--- config.mk ---
export PLATFORM = sky130hd
export DESIGN_NAME = dmac_burst_arbiter
export DESIGN_NICKNAME = d
export VERILOG_FILES = /design/src/rtl/dmac_burst_arbiter.sv
export SDC_FILE = /design/constraint.sdc
export NUM_CORES = 1
export LEC_CHECK = 0
export ABC_AREA = 1
export BUFFER_PORTS_ARGS = -buffer_cell sky130_fd_sc_hd__buf_4
export CORE_ASPECT_RATIO = 1.2
export CORE_UTILIZATION = 35
export DETAILED_ROUTE_END_ITERATION = 10
export GPL_TIMING_DRIVEN = 0
export PLACE_DENSITY = 0.83
export SLEW_MARGIN = 20
export SYNTH_ARGS = -nofsm -noshare
export SYNTH_HDL_FRONTEND = slang
export SYNTH_SLANG_ARGS = --single-unit
export TNS_END_PERCENT = 20
--- constraint.sdc ---
create_clock -name clk -period 3.45 [get_ports clk]
set_input_delay 0.1725 -clock clk [delete_from_list [all_inputs] [get_ports clk]]
set_output_delay 0.1725 -clock clk [all_outputs]
set_load 0.01 [all_outputs]
--- src/rtl/dmac_burst_arbiter.sv ---
`timescale 1ns/1ps
`default_nettype none
// ============================================================================
//  Module   : dmac_burst_arbiter
//  Purpose  : Round-robin burst arbiter for a DMA controller. Up to N_MASTER
//             requesters compete for one shared beat channel. The winner keeps
//             the channel for a whole burst of (len+1) beats, then the FSM
//             spends one IDLE cycle re-arbitrating.
//  Ports    : clk, rst          - clock, synchronous active-high reset
//             req_i / len_i     - per-master burst request and length-1
//             gnt_o             - registered one-hot grant, held for the burst
//             src_valid_i/src_ready_o/src_data_i - per-master beat channel
//             dst_valid_o/dst_ready_i/dst_data_o/dst_last_o - shared channel
//             busy_o            - high while a burst is in progress
//  Revision : 1.0 - initial release
// ============================================================================
module dmac_burst_arbiter #(
   parameter int N_MASTER  = 4,
   parameter int DATA_SIZE = 32,
   parameter int LEN_W     = 4
) (
   input  logic                 clk,
   input  logic                 rst,
   input  logic [N_MASTER-1:0]  req_i,
   input  logic [LEN_W-1:0]     len_i       [N_MASTER],
   output logic [N_MASTER-1:0]  gnt_o,
   input  logic [N_MASTER-1:0]  src_valid_i,
   output logic [N_MASTER-1:0]  src_ready_o,
   input  logic [DATA_SIZE-1:0] src_data_i  [N_MASTER],
   output logic                 dst_valid_o,
   input  logic                 dst_ready_i,
   output logic [DATA_SIZE-1:0] dst_data_o,
   output logic                 dst_last_o,
   output logic                 busy_o
);

   localparam int IDX_W = $clog2(N_MASTER);

   typedef enum logic [0:0] {
      ST_IDLE  = 1'b0,
      ST_BURST = 1'b1
   } state_t;

   state_t              state_q,    state_d;
   logic [LEN_W-1:0]    cnt_q,      cnt_d;
   logic [IDX_W-1:0]    last_gnt_q, last_gnt_d;
   logic [IDX_W-1:0]    sel_q,      sel_d;
   logic [N_MASTER-1:0] gnt_q,      gnt_d;

   logic [IDX_W-1:0]    rr_pick;
   logic                rr_found;
   logic                beat_xfer;

   // Index (base + offs) mod N_MASTER; offs is 1..N_MASTER so one
   // subtraction is enough to wrap.
   function automatic logic [IDX_W-1:0] rr_idx(input logic [IDX_W-1:0] base,
                                               input int               offs);
      int sum;
      sum = int'(base) + offs;
      if (sum >= N_MASTER) begin
         sum = sum - N_MASTER;
      end
      return IDX_W'(sum);
   endfunction

   // Round-robin search starting just after the previous winner, so the
   // previous winner is visited last and therefore has lowest priority.
   always_comb begin
      rr_found = 1'b0;
      rr_pick  = last_gnt_q;
      for (int k = 1; k <= N_MASTER; k++) begin
         if (!rr_found && req_i[rr_idx(last_gnt_q, k)]) begin
            rr_found = 1'b1;
            rr_pick  = rr_idx(last_gnt_q, k);
         end
      end
   end

   // Datapath mux. gnt_q is all-zero in IDLE, which forces every
   // src_ready_o low there without a separate state qualifier.
   assign busy_o      = (state_q == ST_BURST);
   assign gnt_o       = gnt_q;
   assign dst_valid_o = busy_o & src_valid_i[sel_q];
   assign dst_data_o  = busy_o ? src_data_i[sel_q] : '0;
   assign dst_last_o  = busy_o & (cnt_q == '0);
   assign src_ready_o = gnt_q & {N_MASTER{dst_ready_i}};
   assign beat_xfer   = dst_valid_o & dst_ready_i;

   always_comb begin
      state_d    = state_q;
      cnt_d      = cnt_q;
      last_gnt_d = last_gnt_q;
      sel_d      = sel_q;
      gnt_d      = gnt_q;
      case (state_q)
         ST_IDLE: begin
            if (rr_found) begin
               state_d = ST_BURST;
               sel_d   = rr_pick;
               // Length is captured once; later len_i changes are ignored.
               cnt_d   = len_i[rr_pick];
               gnt_d   = N_MASTER'(1) << rr_pick;
            end
         end
         ST_BURST: begin
            if (beat_xfer) begin
               if (cnt_q == '0) begin
                  state_d    = ST_IDLE;
                  last_gnt_d = sel_q;
                  gnt_d      = '0;
               end else begin
                  cnt_d = cnt_q - LEN_W'(1);
               end
            end
         end
         default: begin
            state_d = ST_IDLE;
            gnt_d   = '0;
         end
      endcase
   end

   // Reset value of last_gnt points at the highest index so master 0 is
   // the first one found by the search.
   always_ff @(posedge clk) begin
      if (rst) begin
         state_q    <= ST_IDLE;
         cnt_q      <= '0;
         last_gnt_q <= IDX_W'(N_MASTER - 1);
         sel_q      <= '0;
         gnt_q      <= '0;
      end else begin
         state_q    <= state_d;
         cnt_q      <= cnt_d;
         last_gnt_q <= last_gnt_d;
         sel_q      <= sel_d;
         gnt_q      <= gnt_d;
      end
   end

endmodule
`default_nettype wire

==> results.py <==
metrics = {
    "grt": {
        "grt.total_usage_pct": 27.5,
        "antenna_found_initial": 0,
        "grt_pass1_vias": 3378,
        "grt_max_degree": 11,
        "grt_pass1_wl_mm": 15.7,
        "gr-total-overflow": 0,
    },
    "run": {
        "cap_violations": 0,
    },
    "pwr": {
        "p_sw_mw": 0.596,
        "p_seq_share_pct": 15.1,
        "comb_power_share_pct": 73.3,
        "powerDensity_nw_per_um2": 317,
        "total_power_mw": 1.26,
        "netSwitchingFraction_pct": 47.3,
        "pwr-share-clk_pct": 11.6,
        "leakage_nw": 2.02,
        "internal-power_mw": 0.664,
        "peakVddDrop_v": 0.000253,
    },
    "synthesis": {
        "synth-edff-count": 0,
        "ys_types": 31,
        "yosysSeqAreaShare_pct": 11.1,
        "synth_fp_nets": 589,
        "synth_warnings": 0,
        "ys_seq_elements": 13,
        "avgSynthCellArea_um2": 5.45,
        "netlist_instances": 432,
        "ys.flop_type": "dfxtp_1",
        "synth_area_um2": 2350,
        "ys_async_sr_fraction_pct": 0,
    },
    "worst_setup_path": {
        "cp_max_fo": 10,
        "worstSetupStartpointType": "register",
        "r2r-end": "last_gnt_q[0]",
        "reg2regPathDepth": 9,
        "arrival_ns": 1.96,
        "r2r-start": "sel_q[0]",
        "required_ns": 3.28,
        "ff2ff_setup_slack_ns": 1.69,
        "end_kind": "output pin",
        "critical_path_class": "reg -> out",
        "crit_path_start": "sel_q[0]",
    },
    "floorplanning": {
        "ios": 198,
        "die_y_um": 91.8,
        "die_w_um": 76.8,
        "row_count": 32,
        "die-area_um2": 7050,
        "core-area_um2": 6450,
        "start_util_pct": 36.5,
    },
    "timing": {
        "relSlewSlack_pct": 68.2,
        "setup_slack_ns": 1.32,
        "hold_violations": 0,
        "setup_violations": 0,
        "final_max_slew_viol_count": 0,
        "tns_ns": 0,
        "min_period_over_period_pct": 61.7,
        "rsz0062_at_grt": "no",
        "period_needed_ns": 2.13,
        "worst_slew_pin_slew_ns": 0.477,
        "skew_ns": 0.00376,
        "fmax_ghz": 0.470,
    },
    "route": {
        "firstDrtPassIters": 4,
        "initialDrtViolationCount": 92,
        "vias_per_cell": 4.98,
        "via_count": 3575,
        "final_antenna_net_count": 0,
        "totalWireLength_mm": 10.2,
        "drc_errors": 0,
        "wl_per_cell_um": 14.1,
    },
    "place": {
        "gp_congestion": 0.894,
        "dp.cells": 713,
        "post-place-ws_ns": 1.58,
        "dp_hpwl_mm": 8.56,
        "placed_cell_area_um2": 3930,
        "portBuffers": 196,
    },
    "clock_network": {
        "cts_tree": "yes",
        "cts_made_buffers": 3,
        "path_clk_slew_ns": 0.06,
        "postCtsSetupBuffers": 0,
        "numClockSinks": 13,
        "cts_resized": 0,
        "cts-root-buf": "clkbuf_8",
        "cts_buffer_depth": 2,
        "cts.hold.buffers_added": 0,
        "h-tree-depth": 1,
        "insertion_delay_ns": 0.26,
    },
    "finish": {
        "nFillCells": 627,
        "drive_gt1_share_pct": 41.5,
        "finish.net_count": 790,
        "postLayoutCellArea_um2": 3980,
        "fin_cells": 718,
        "areaGrowthSynthToFinish_pct": 69.1,
        "final_common_cell": "buf_4",
        "most-common-layout-cells": "buf_4 (196), nor2_1 (137), o21ai_0 (71)",
    },
    "min_path": {
        "hold_end": "gnt_o[3]",
        "hold_depth": 2,
        "hp-class": "in -> reg",
        "hold_start": "rst",
    },
    "status": {
        "status": "finished clean",
    },
}
[worst max path at each step]
stage	depth (start not counted)	end	slack (ns)
floorplan	14	cnt_q[0]	1.98
global placement	7	dst_data_o[7]	1.59
detailed placement	7	dst_data_o[23]	1.58
CTS	7	dst_data_o[23]	1.31
global route	7	dst_data_o[25]	1.13
finish	7	dst_data_o[7]	1.32
[state kept, by name, summed over array words and instances, names as in the netlist]
register / cells
cnt_q: 4
last_gnt_q: 2
gnt_o: 4
sel_q: 2
busy_o: 1
[power by group through the flow]
stage / clock, mW / combinational, mW / sequential, mW
after floorplan: 0 / 0.559 / 0.192
after global placement: 0 / 0.904 / 0.193
after detailed placement: 0 / 0.920 / 0.193
after CTS: 0.142 / 0.924 / 0.190
after global routing: 0.149 / 1.02 / 0.194
final: 0.146 / 0.924 / 0.190
[critical path: stages (launching register included)]
cell and delay (ns):
dfxtp_1 0.42, buf_2 0.26, buf_1 0.33, nor2_1 0.09
nor2_1 0.08, o21ai_0 0.13, a21oi_1 0.21, buf_4 0.16
[metrics by stage]
step / hold WS (ns) / utilization, %
after CTS: 0.312 / 61.7
after global placement: 0.490 / 61.0
after detailed placement: 0.496 / 61.0
after floorplan: 0.443 / -
after global routing: 0.335 / 61.7
final: 0.309 / 61.7
[cells in the mapped netlist, types with 2 or more instances]
cell type	n	area (um^2)
buf_2	3	15.0
o21ai_0	71	355
nand2_4	8	90.1
nand3_2	5	50.1
a21oi_1	44	220
clkbuf_1	15	56.3
buf_1	7	26.3
nand2_2	23	144
nand3_4	2	35.0
nand2_1	25	93.8
buf_6	3	33.8
inv_2	3	11.3
inv_1	19	71.3
a21oi_2	7	61.3
nor2_1	137	514
ha_1	2	25.0
nand3_1	32	160
dfxtp_1	13	260
[final cells by class]
cell class | count | area, um^2 | area share [%]
inverters | 25 | 119 | 2.99
multi-input cells | 366 | 1840 | 46.3
clock buffers | 3 | 41.3 | 1.04
diodes | 1 | 2.50 | 0.0629
well taps | 85 | 106 | 2.67
repair buffers | 196 | 1470 | 37.0
flip-flops and latches | 13 | 260 | 6.54
plain buffers | 28 | 131 | 3.30
clock inverters | 1 | 5.00 | 0.126
[kinds of logic (layout without fill, tap and decap cells)]
logic type,after synthesis,after routing,share of synthesized area (%)
AOI/OAI and AO/OA,128,128,29.5
adders and majority gates,2,2,1.06
buffers and inverters,53,253,10.6
DFF,13,13,11.1
other,0,1,0
and+or+nand+nor,236,236,47.7
[routing by layer]
metal,wire length (um),part of all wire (%),GRT usage [%],up-vias
met5,0,0,0,-
met3,1210,12,10.5,13
li1,-,-,-,1836
met1,3710,37,29.0,1564
met2,5130,51,51.7,162
met4,100,0.99,4.65,0
(Power assumes the default switching activity.)
